**config.mk**
```make
export PLATFORM = sky130hd
export DESIGN_NAME = c2h_stream_arb
export DESIGN_NICKNAME = d
export VERILOG_FILES = /design/src/rtl/c2h_stream_arb.sv
export SDC_FILE = /design/constraint.sdc
export NUM_CORES = 1
export LEC_CHECK = 0
export BUFFER_PORTS_ARGS = -buffer_cell sky130_fd_sc_hd__buf_2
export CORE_AREA = 2 2 298 300
export DETAILED_ROUTE_END_ITERATION = 12
export DIE_AREA = 0 0 300 302
export SLEW_MARGIN = 20
export SYNTH_ARGS = -nofsm -noshare
export SYNTH_HDL_FRONTEND = slang
export SYNTH_SLANG_ARGS = --single-unit
```
**constraint.sdc**
```tcl
create_clock -name user_clk -period 2.6 [get_ports user_clk]
set_input_delay 0.52 -clock user_clk [delete_from_list [all_inputs] [get_ports user_clk]]
set_output_delay 0.52 -clock user_clk [all_outputs]
set_load 0.005 [all_outputs]
```
**src/rtl/c2h_stream_arb.sv**
```systemverilog
// Round-robin N:1 AXI-Stream packet arbiter for a shared C2H channel, with a packet counter.
// Optional packet-count interrupt enabled by defining C2H_ARB_IRQ_EN.
module c2h_stream_arb #(
  parameter int TCQ             = 1,
  parameter int DATA_WIDTH      = 128,
  parameter int BYTE_BIT_ENABLE = DATA_WIDTH/8,
  parameter int NUM_SRC         = 4,
  parameter int IRQ_PKT_CNT     = 16
) (
  input  logic                               user_clk,
  input  logic                               user_rst,
  input  logic [NUM_SRC*DATA_WIDTH-1:0]      s_axis_src_tdata,
  input  logic [NUM_SRC*BYTE_BIT_ENABLE-1:0] s_axis_src_tkeep,
  input  logic [NUM_SRC-1:0]                 s_axis_src_tlast,
  input  logic [NUM_SRC-1:0]                 s_axis_src_tvalid,
  output logic [NUM_SRC-1:0]                 s_axis_src_tready,
  output logic [DATA_WIDTH-1:0]              m_axis_c2h_tdata,
  output logic [BYTE_BIT_ENABLE-1:0]         m_axis_c2h_tkeep,
  output logic                               m_axis_c2h_tlast,
  output logic                               m_axis_c2h_tvalid,
  input  logic                               m_axis_c2h_tready,
  output logic [1:0]                         grant_id,
  output logic [31:0]                        pkt_total,
  output logic                               irq_req,
  input  logic                               irq_ack
);

  // TCQ is kept for interface compatibility only; registered paths carry no delay.
  if (NUM_SRC < 2 || NUM_SRC > 4 || IRQ_PKT_CNT < 1 || IRQ_PKT_CNT > 65535 || TCQ < 0) begin : g_bad_param
    $error("c2h_stream_arb: parameter out of legal range");
  end

  typedef enum logic [0:0] {IDLE, XFER} state_t;

  state_t      r_state;
  state_t      w_state_nxt;
  logic [1:0]  r_grant_id;
  logic [31:0] r_pkt_total;
  logic [3:0]  w_req;
  logic        w_found;
  logic [1:0]  w_pick;
  logic        w_done;

  always_comb begin
    w_req = '0;
    w_req[NUM_SRC-1:0] = s_axis_src_tvalid;
  end

  // Search starts one past the last grant and wraps at NUM_SRC; the last grant itself is checked last.
  always_comb begin
    int unsigned v_idx;
    v_idx   = 0;
    w_found = 1'b0;
    w_pick  = r_grant_id;
    for (int unsigned i = 1; i <= NUM_SRC; i++) begin
      v_idx = (32'(r_grant_id) + i) % NUM_SRC;
      if (!w_found && w_req[v_idx[1:0]]) begin
        w_found = 1'b1;
        w_pick  = v_idx[1:0];
      end
    end
  end

  always_ff @(posedge user_clk or negedge user_rst) begin
    if (!user_rst) r_state <= IDLE;
    else           r_state <= w_state_nxt;
  end

  always_comb begin
    w_state_nxt = r_state;
    case (r_state)
      IDLE:    if (w_found) w_state_nxt = XFER;
      XFER:    if (w_done)  w_state_nxt = IDLE;
      default: w_state_nxt = IDLE;
    endcase
  end

  always_comb begin
    m_axis_c2h_tdata  = '0;
    m_axis_c2h_tkeep  = '0;
    m_axis_c2h_tlast  = 1'b0;
    m_axis_c2h_tvalid = 1'b0;
    s_axis_src_tready = '0;
    if (r_state == XFER) begin
      for (int unsigned k = 0; k < NUM_SRC; k++) begin
        if (r_grant_id == 2'(k)) begin
          m_axis_c2h_tdata     = s_axis_src_tdata[k*DATA_WIDTH +: DATA_WIDTH];
          m_axis_c2h_tkeep     = s_axis_src_tkeep[k*BYTE_BIT_ENABLE +: BYTE_BIT_ENABLE];
          m_axis_c2h_tlast     = s_axis_src_tlast[k];
          m_axis_c2h_tvalid    = s_axis_src_tvalid[k];
          s_axis_src_tready[k] = m_axis_c2h_tready;
        end
      end
    end
  end

  assign w_done = (r_state == XFER) && m_axis_c2h_tvalid && m_axis_c2h_tready && m_axis_c2h_tlast;

  always_ff @(posedge user_clk or negedge user_rst) begin
    if (!user_rst) begin
      r_grant_id  <= 2'(NUM_SRC-1);
      r_pkt_total <= '0;
    end else begin
      if (r_state == IDLE && w_found) r_grant_id <= w_pick;
      if (w_done) r_pkt_total <= r_pkt_total + 32'd1;
    end
  end

  assign grant_id  = r_grant_id;
  assign pkt_total = r_pkt_total;

`ifdef C2H_ARB_IRQ_EN
  logic [15:0] r_irq_cnt;
  logic        r_irq_req;
  logic        w_irq_hit;

  assign w_irq_hit = w_done && (r_irq_cnt == 16'(IRQ_PKT_CNT-1));

  // A threshold hit wins over a simultaneous ack; further hits while pending coalesce.
  always_ff @(posedge user_clk or negedge user_rst) begin
    if (!user_rst) begin
      r_irq_cnt <= '0;
      r_irq_req <= 1'b0;
    end else begin
      if (w_irq_hit)   r_irq_cnt <= '0;
      else if (w_done) r_irq_cnt <= r_irq_cnt + 16'd1;
      if (w_irq_hit)    r_irq_req <= 1'b1;
      else if (irq_ack) r_irq_req <= 1'b0;
    end
  end

  assign irq_req = r_irq_req;
`else
  logic w_irq_ack_unused;
  assign w_irq_ack_unused = irq_ack;
  assign irq_req = 1'b0;
`endif

endmodule

```
==> flow_metrics.env, run 1 <==
export IMPL_detailroute_via_count=12790
export IMPL_synthCells=1300
export IMPL_worst_setup_path_end_kind="primary output"
export IMPL_power_per_cell_area_nw_per_um2=1173
export IMPL_drtPass1Iterations=5
export IMPL_place_port_buffers=770
export IMPL_final_setup_worst_slack_ns=-0.2400
export IMPL_dieArea_um2=90600
export IMPL_crit_top_cell="sky130_fd_sc_hd__a21oi_1"
export IMPL_commonest_cells_post_synth="sky130_fd_sc_hd__nand2_1 (293), sky130_fd_sc_hd__a21oi_1 (288), sky130_fd_sc_hd__nand3b_1 (143), sky130_fd_sc_hd__o21ai_1 (143), sky130_fd_sc_hd__and2_1 (142)"
export IMPL_yosys_most_used_dff="sky130_fd_sc_hd__dfrtp_1"
export IMPL_grt_antenna_before_repair=49
export IMPL_cts_buffers=5
export IMPL_placed_cells_incl_taps=3205
export IMPL_drc=0
export IMPL_worstSetupStartpointType="flip-flop"
export IMPL_dp_slack_ns=-0.3236
export IMPL_layout_drive_gt1_share_pct=47.77
export IMPL_dp_hpwl_um=50000
export IMPL_total_power_mw=17.50
export IMPL_row_count=109
export IMPL_synth_net_count=1893
export IMPL_power_leakage_nw=6.745
export IMPL_ys_types=38
export IMPL_ys_warnings_count=0
export IMPL_largest_net_degree_at_the_start_of_global_routing=88
export IMPL_timing_hold_violations_final=0
export IMPL_timing_critical_path_arrival_ns=2.32
export IMPL_yosys_area_share_xor_xnor_pct=3.690
export IMPL_synthDominantAreaCellType="sky130_fd_sc_hd__a21oi_1"
export IMPL_r2r_start="grant_id[1]"
export IMPL_report_final_slew_viol_count=0
export IMPL_synthMuxAreaShare_pct=1.400
export IMPL_synth_simple_gate_area_share_pct=44.93
export IMPL_floorplan_core_area_um2=87560
export IMPL_ctsHtreeMaxLevel=2
export IMPL_max_cap_viol_count=0
export IMPL_critical_path_slowest_cell="sky130_fd_sc_hd__dfstp_2"
export IMPL_status="finished with violations"
export IMPL_worst_hold_slack_ns=0.3371
export IMPL_detail_route_antenna_nets=0
export IMPL_ys_ff_latch=35
export IMPL_detail_route_wl_per_cell_um=19.88
export IMPL_synth_compound_area_share_pct=30.59
export IMPL_startpoint="grant_id[1]"
export IMPL_slowest_delay_ns=0.53
export IMPL_starting_density_pct=8.676
export IMPL_crit_path_required_time_ns=2.08
export IMPL_min_delay_path_class="input port to async pin"
export IMPL_cts_root_buf="sky130_fd_sc_hd__clkbuf_16"
export IMPL_die_width_um=300
export IMPL_max_clock_path_buffers=2
export IMPL_syn_cell_area_um2=7596
export IMPL_synth_top_family_by_area="simple AND/OR/NAND/NOR gates"
export IMPL_crit_fanout=10
export IMPL_power_ir_vdd_worst_mv=0.5302
export IMPL_synth_sequential_area_ratio_pct=11.56
export IMPL_setup_viol_count_final=170
export IMPL_floorplan_io_pins=773
export IMPL_nets=2682
export IMPL_timing_rr_end="pkt_total[31]"
export IMPL_finalWirelength_um=64970
export IMPL_worst_setup_path_endpoint="m_axis_c2h_tdata[53]"
export IMPL_clkSlewWorstSetupHoldPaths_ns=0.06
export IMPL_max_freq_mhz=352.1
export IMPL_drt_initial_drc_count=1090
export IMPL_synth_enable_flop_cells=0
export IMPL_criticalPathCategory="flip-flop to primary output"
export IMPL_violated_checks="setup timing"
export IMPL_gp_routability_congestion=0.8864
export IMPL_cts_hold_repair_buffers=0
export IMPL_finalCritPeriodShare_pct=109.2
export IMPL_grt_remaining_overflow=0
export IMPL_final_instance_count_excl_fill=3268
export IMPL_grt_first_pass_wirelength_um=82420
export IMPL_r2r_setup_slack_ns=-0.10
export IMPL_tightest_slew_ns=0.8320
export IMPL_crit_chain="inv_2 -> buf_6 -> ha_4 -> buf_4 -> buf_12 -> buf_16 -> nand3b_1 -> a21oi_1 -> a21oi_1 -> o21ai_1 -> and2_1 -> buf_2"
export IMPL_skew_ns=0.003519
export IMPL_maxSlewHeadroom_pct=44.54
export IMPL_cts_tree="done"
export IMPL_vias_in_the_first_global_route=11810
export IMPL_synth_fa_ha_area_share_pct=0.8236
export IMPL_standard_cell_area_after_detailed_placement_um2=13460
export IMPL_layout_cell_area_non_filler_um2=14920
export IMPL_netlist_area_leader_share_pct=18.98
export IMPL_yosys_top_cells_area="sky130_fd_sc_hd__a21oi_1 (19%), sky130_fd_sc_hd__nand2_1 (14%), sky130_fd_sc_hd__nand3b_1 (14%)"
export IMPL_route_detailed_vias_per_inst=3.913
export IMPL_area_growth_synth_to_final_pct=96.44
export IMPL_clock_sinks=35
export IMPL_die_height_um=302
export IMPL_post_route_util_pct=17.04
export IMPL_globalRouteTotalUtil_pct=12.63
export IMPL_rsz_0062_raised_after_global_routing="yes"
export IMPL_worstRegToRegCells=9
export IMPL_synth_avg_cell_area_um2=5.843
export IMPL_async_reset_ff_share_pct=100.0
export IMPL_clock_insertion_delay_worst_skew_ns=0.28
export IMPL_final_min_clock_period_ns=2.840
export IMPL_post_synth_top_count_cell="sky130_fd_sc_hd__nand2_1"
export IMPL_fin_setup_tns_ns=-21.16
## power by group
part	switching [mW]	internal (mW)	total (mW)
registers	0.0815	0.611	0.692
logic	8.36	7.77	16.1
clock network	0.233	0.447	0.680
total	8.67	8.83	17.5
## layer usage
metal  GRT usage (%)  up-vias  part of all wire [%]
met1           14.88     5802                    38
li1                -     6083                     -
met3           3.742      141                   9.5
met5               0        -                  0.24
met4           4.333       24                   4.4
met2           21.76      739                    48
## critical path, delay by kind of cell (launching register included)
family | cells | cell delay, ns
buf+inv | 6 | 0.72
flops | 1 | 0.53
compound gates | 3 | 0.29
simple gates | 2 | 0.25
fa+ha+maj | 1 | 0.23
## cells by family (layout without fill, tap and decap cells)
logic type,count (synthesis),count (layout)
AND/OR/NAND/NOR,638,638
AO/OA/AOI/OAI,443,443
buffers and inverters,138,927
flip-flops,35,35
XOR/XNOR,32,32
multiplexers,8,8
adder cells (fa/ha/maj),5,5
other,1,15
## registers in the layout (all words and copies together) (netlist names)
signal and count:
pkt_total 32, grant_id 2, r_state 1
## worst min-delay path by stage
stage                        from             to  slack (ns)  cells after the start
floorplan                user_rst   pkt_total[0]        0.22                      0
global placement    pkt_total[31]  pkt_total[31]        0.46                      1
detailed placement  pkt_total[31]  pkt_total[31]        0.46                      1
CTS                      user_rst  pkt_total[14]        0.36                      1
global route             user_rst  pkt_total[14]        0.39                      1
finish                   user_rst  pkt_total[14]        0.34                      1
## cells in the final DEF, fill, tap and decap left out, types with 6 or more instances in the layout
master and n:
sky130_fd_sc_hd__a21oi_1 242, sky130_fd_sc_hd__a21oi_2 43, sky130_fd_sc_hd__and2_1 141, sky130_fd_sc_hd__and3_1 10, sky130_fd_sc_hd__buf_12 22, sky130_fd_sc_hd__buf_16 12
sky130_fd_sc_hd__buf_2 755, sky130_fd_sc_hd__buf_4 76, sky130_fd_sc_hd__buf_6 30, sky130_fd_sc_hd__clkbuf_16 11, sky130_fd_sc_hd__dfrtp_1 32, sky130_fd_sc_hd__diode_2 14
sky130_fd_sc_hd__nand2_1 291, sky130_fd_sc_hd__nand3_1 11, sky130_fd_sc_hd__nand3b_1 143, sky130_fd_sc_hd__nand4_1 14, sky130_fd_sc_hd__nor3_1 7, sky130_fd_sc_hd__o21ai_1 137
sky130_fd_sc_hd__o21ai_2 6, sky130_fd_sc_hd__xnor2_1 30
## what timing repair did
| item | CTS | global route |
|---|---|---|
| buffers inserted | 11 | 11 |
| endpoints found under the setup margin | 151 | 177 |
| resized for setup | 74 | 69 |
| pin swaps | 21 | 23 |
| gates cloned | 12 | 9 |
## area by class of cell
type                    instances  area (um^2)
diodes                         14        35.03
fillers                     10140        72630
clock buffers                   5        125.1
multi-input cells            1127         6497
repair buffers                913         5861
inverters                       7        26.28
flip-flops and latches         35        882.1
clock inverters                 2        37.54
well taps                    1165         1458
(Power assumes the default switching activity.)
==> run 2, diff against run 1 <==
- SETUP_SLACK_MARGIN: unset -> 0.3
==> flow_metrics.env, run 2 (synthesis gave the netlist of run 1 again) <==
export IMPL_r2r_setup_slack_ns=-0.24
export IMPL_rsz_0062_raised_after_global_routing="yes"
export IMPL_die_width_um=300
export IMPL_clkSlewWorstSetupHoldPaths_ns=0.06
export IMPL_gp_routability_congestion=0.8948
export IMPL_dieArea_um2=90600
export IMPL_final_min_clock_period_ns=2.934
export IMPL_area_growth_synth_to_final_pct=122.8
export IMPL_cts_hold_repair_buffers=0
export IMPL_starting_density_pct=8.676
export IMPL_die_height_um=302
export IMPL_max_clock_path_buffers=2
export IMPL_grt_antenna_before_repair=45
export IMPL_mostFrequentLayoutCells="sky130_fd_sc_hd__buf_2 (762), sky130_fd_sc_hd__nand2_1 (272), sky130_fd_sc_hd__a21oi_1 (146)"
export IMPL_floorplan_core_area_um2=87560
export IMPL_clock_insertion_delay_worst_skew_ns=0.29
export IMPL_violated_checks="setup timing"
export IMPL_grt_first_pass_wirelength_um=83300
export IMPL_largest_net_degree_at_the_start_of_global_routing=76
export IMPL_tightest_slew_ns=0.7309
export IMPL_power_leakage_nw=7.574
export IMPL_finalWirelength_um=65840
export IMPL_detailroute_via_count=13430
export IMPL_drtPass1Iterations=6
export IMPL_report_final_slew_viol_count=0
export IMPL_max_freq_mhz=340.9
export IMPL_largest_register_ffs=32
export IMPL_crit_path_required_time_ns=2.08
export IMPL_post_route_util_pct=19.33
export IMPL_max_cap_viol_count=0
export IMPL_status="finished with violations"
export IMPL_dp_hpwl_um=45790
export IMPL_finalCritPeriodShare_pct=112.8
export IMPL_maxSlewHeadroom_pct=51.27
export IMPL_detail_route_wl_per_cell_um=19.51
export IMPL_layout_drive_gt1_share_pct=57.08
export IMPL_row_count=109
export IMPL_crit_fanout=7
export IMPL_place_port_buffers=770
export IMPL_timing_hold_violations_final=0
export IMPL_drt_initial_drc_count=986
export IMPL_total_power_mw=20.70
export IMPL_final_setup_worst_slack_ns=-0.3338
export IMPL_detail_route_antenna_nets=0
export IMPL_skew_ns=0.009883
export IMPL_power_per_cell_area_nw_per_um2=1223
export IMPL_ctsHtreeMaxLevel=2
export IMPL_timing_rr_end="pkt_total[27]"
export IMPL_grt_remaining_overflow=0
export IMPL_setup_viol_count_final=179
export IMPL_power_ir_vdd_worst_mv=0.6572
export IMPL_criticalPathCategory="flip-flop to primary output"
export IMPL_r2r_start="grant_id[0]"
export IMPL_min_delay_path_class="input port to async pin"
export IMPL_cts_buffers=5
export IMPL_cts_tree="done"
export IMPL_fin_setup_tns_ns=-37.09
export IMPL_timing_critical_path_arrival_ns=2.41
export IMPL_route_detailed_vias_per_inst=3.981
export IMPL_globalRouteTotalUtil_pct=12.70
export IMPL_nets=2775
export IMPL_clock_sinks=35
export IMPL_worstSetupStartpointType="flip-flop"
export IMPL_worst_setup_path_end_kind="primary output"
export IMPL_floorplan_io_pins=773
export IMPL_vias_in_the_first_global_route=11900
export IMPL_leading_cell_type_in_the_layout_fill_and_taps_excluded="sky130_fd_sc_hd__buf_2"
export IMPL_worstRegToRegCells=11
export IMPL_drc=0
export IMPL_dp_slack_ns=-0.1661
export IMPL_cts_root_buf="sky130_fd_sc_hd__clkbuf_16"
run 2: cell types whose count changed in the layout (fill, tap and decap cells not counted), moves of 19 or more:
cell,before,now
sky130_fd_sc_hd__nand2_1,291,272
sky130_fd_sc_hd__buf_6,30,67
sky130_fd_sc_hd__a21oi_2,43,139
sky130_fd_sc_hd__a21oi_1,242,146
sky130_fd_sc_hd__buf_16,12,31
run 2: cell type report:
cell class	count	area, um^2
inverter	7	31.28
sequential	35	882.1
multi-input combinational	1127	7144
clock inverter	2	37.54
antenna	26	65.06
tap	1165	1458
clock buffer	6	128.9
fill	9897	70630
timing repair buffer	1006	7176
run 2: stage by stage:
stage	std cells	hold WS [ns]	instance area, um^2
after global routing	3370	0.3082	16910
final	3374	0.2637	16920
after detailed placement	3237	0.4524	13640
after global placement	3237	0.4727	13640
after CTS	3311	0.2817	15700
after floorplan	1300	0.2244	7774
run 2: report_power, final:
part / internal (mW) / switching, mW
registers: 0.611 / 0.0725
clock network: 0.452 / 0.232
logic: 9.84 / 9.49
total: 10.9 / 9.80
run 2: worst max-delay path, stage by stage (launching register included):
cell and delay (ns):
sky130_fd_sc_hd__dfstp_2 0.54, sky130_fd_sc_hd__inv_2 0.05, sky130_fd_sc_hd__ha_4 0.18, sky130_fd_sc_hd__buf_12 0.16, sky130_fd_sc_hd__buf_16 0.16, sky130_fd_sc_hd__buf_8 0.14, sky130_fd_sc_hd__nand3b_1 0.16, sky130_fd_sc_hd__a21oi_2 0.16
sky130_fd_sc_hd__a21oi_2 0.05, sky130_fd_sc_hd__o21ai_2 0.23, sky130_fd_sc_hd__and2_1 0.16, sky130_fd_sc_hd__buf_2 0.11
run 2: what timing repair did:
item | 4_1_cts | 5_1_grt
cloned | 26 | 11
pin swaps | 131 | 118
resized for setup | 217 | 174
endpoints found under the setup margin | 181 | 182
buffers inserted | 40 | 26
run 2: worst max path at each step:
| stage | start | to | slack, ns | cells past startpoint |
|---|---|---|---|---|
| after floorplan | grant_id[0] | pkt_total[1] | 0.02 | 7 |
| after global routing | grant_id[0] | m_axis_c2h_tdata[40] | -0.43 | 12 |
| after detailed placement | grant_id[0] | m_axis_c2h_tdata[11] | -0.17 | 9 |
| final | grant_id[1] | m_axis_c2h_tdata[86] | -0.33 | 11 |
| after CTS | grant_id[1] | m_axis_c2h_tkeep[1] | -0.32 | 12 |
| after global placement | grant_id[0] | m_axis_c2h_tdata[11] | -0.17 | 9 |
run 2: metal layers:
layer / routed length [um] / share of wire, % / track usage [%] / up-vias
met5: 171 / 0.26 / 1.863 / -
met4: 2690 / 4.1 / 4.893 / 28
met3: 6719 / 10 / 4.827 / 135
met2: 28600 / 43 / 20.05 / 746
met1: 27660 / 42 / 15.43 / 6204
li1: - / - / - / 6319
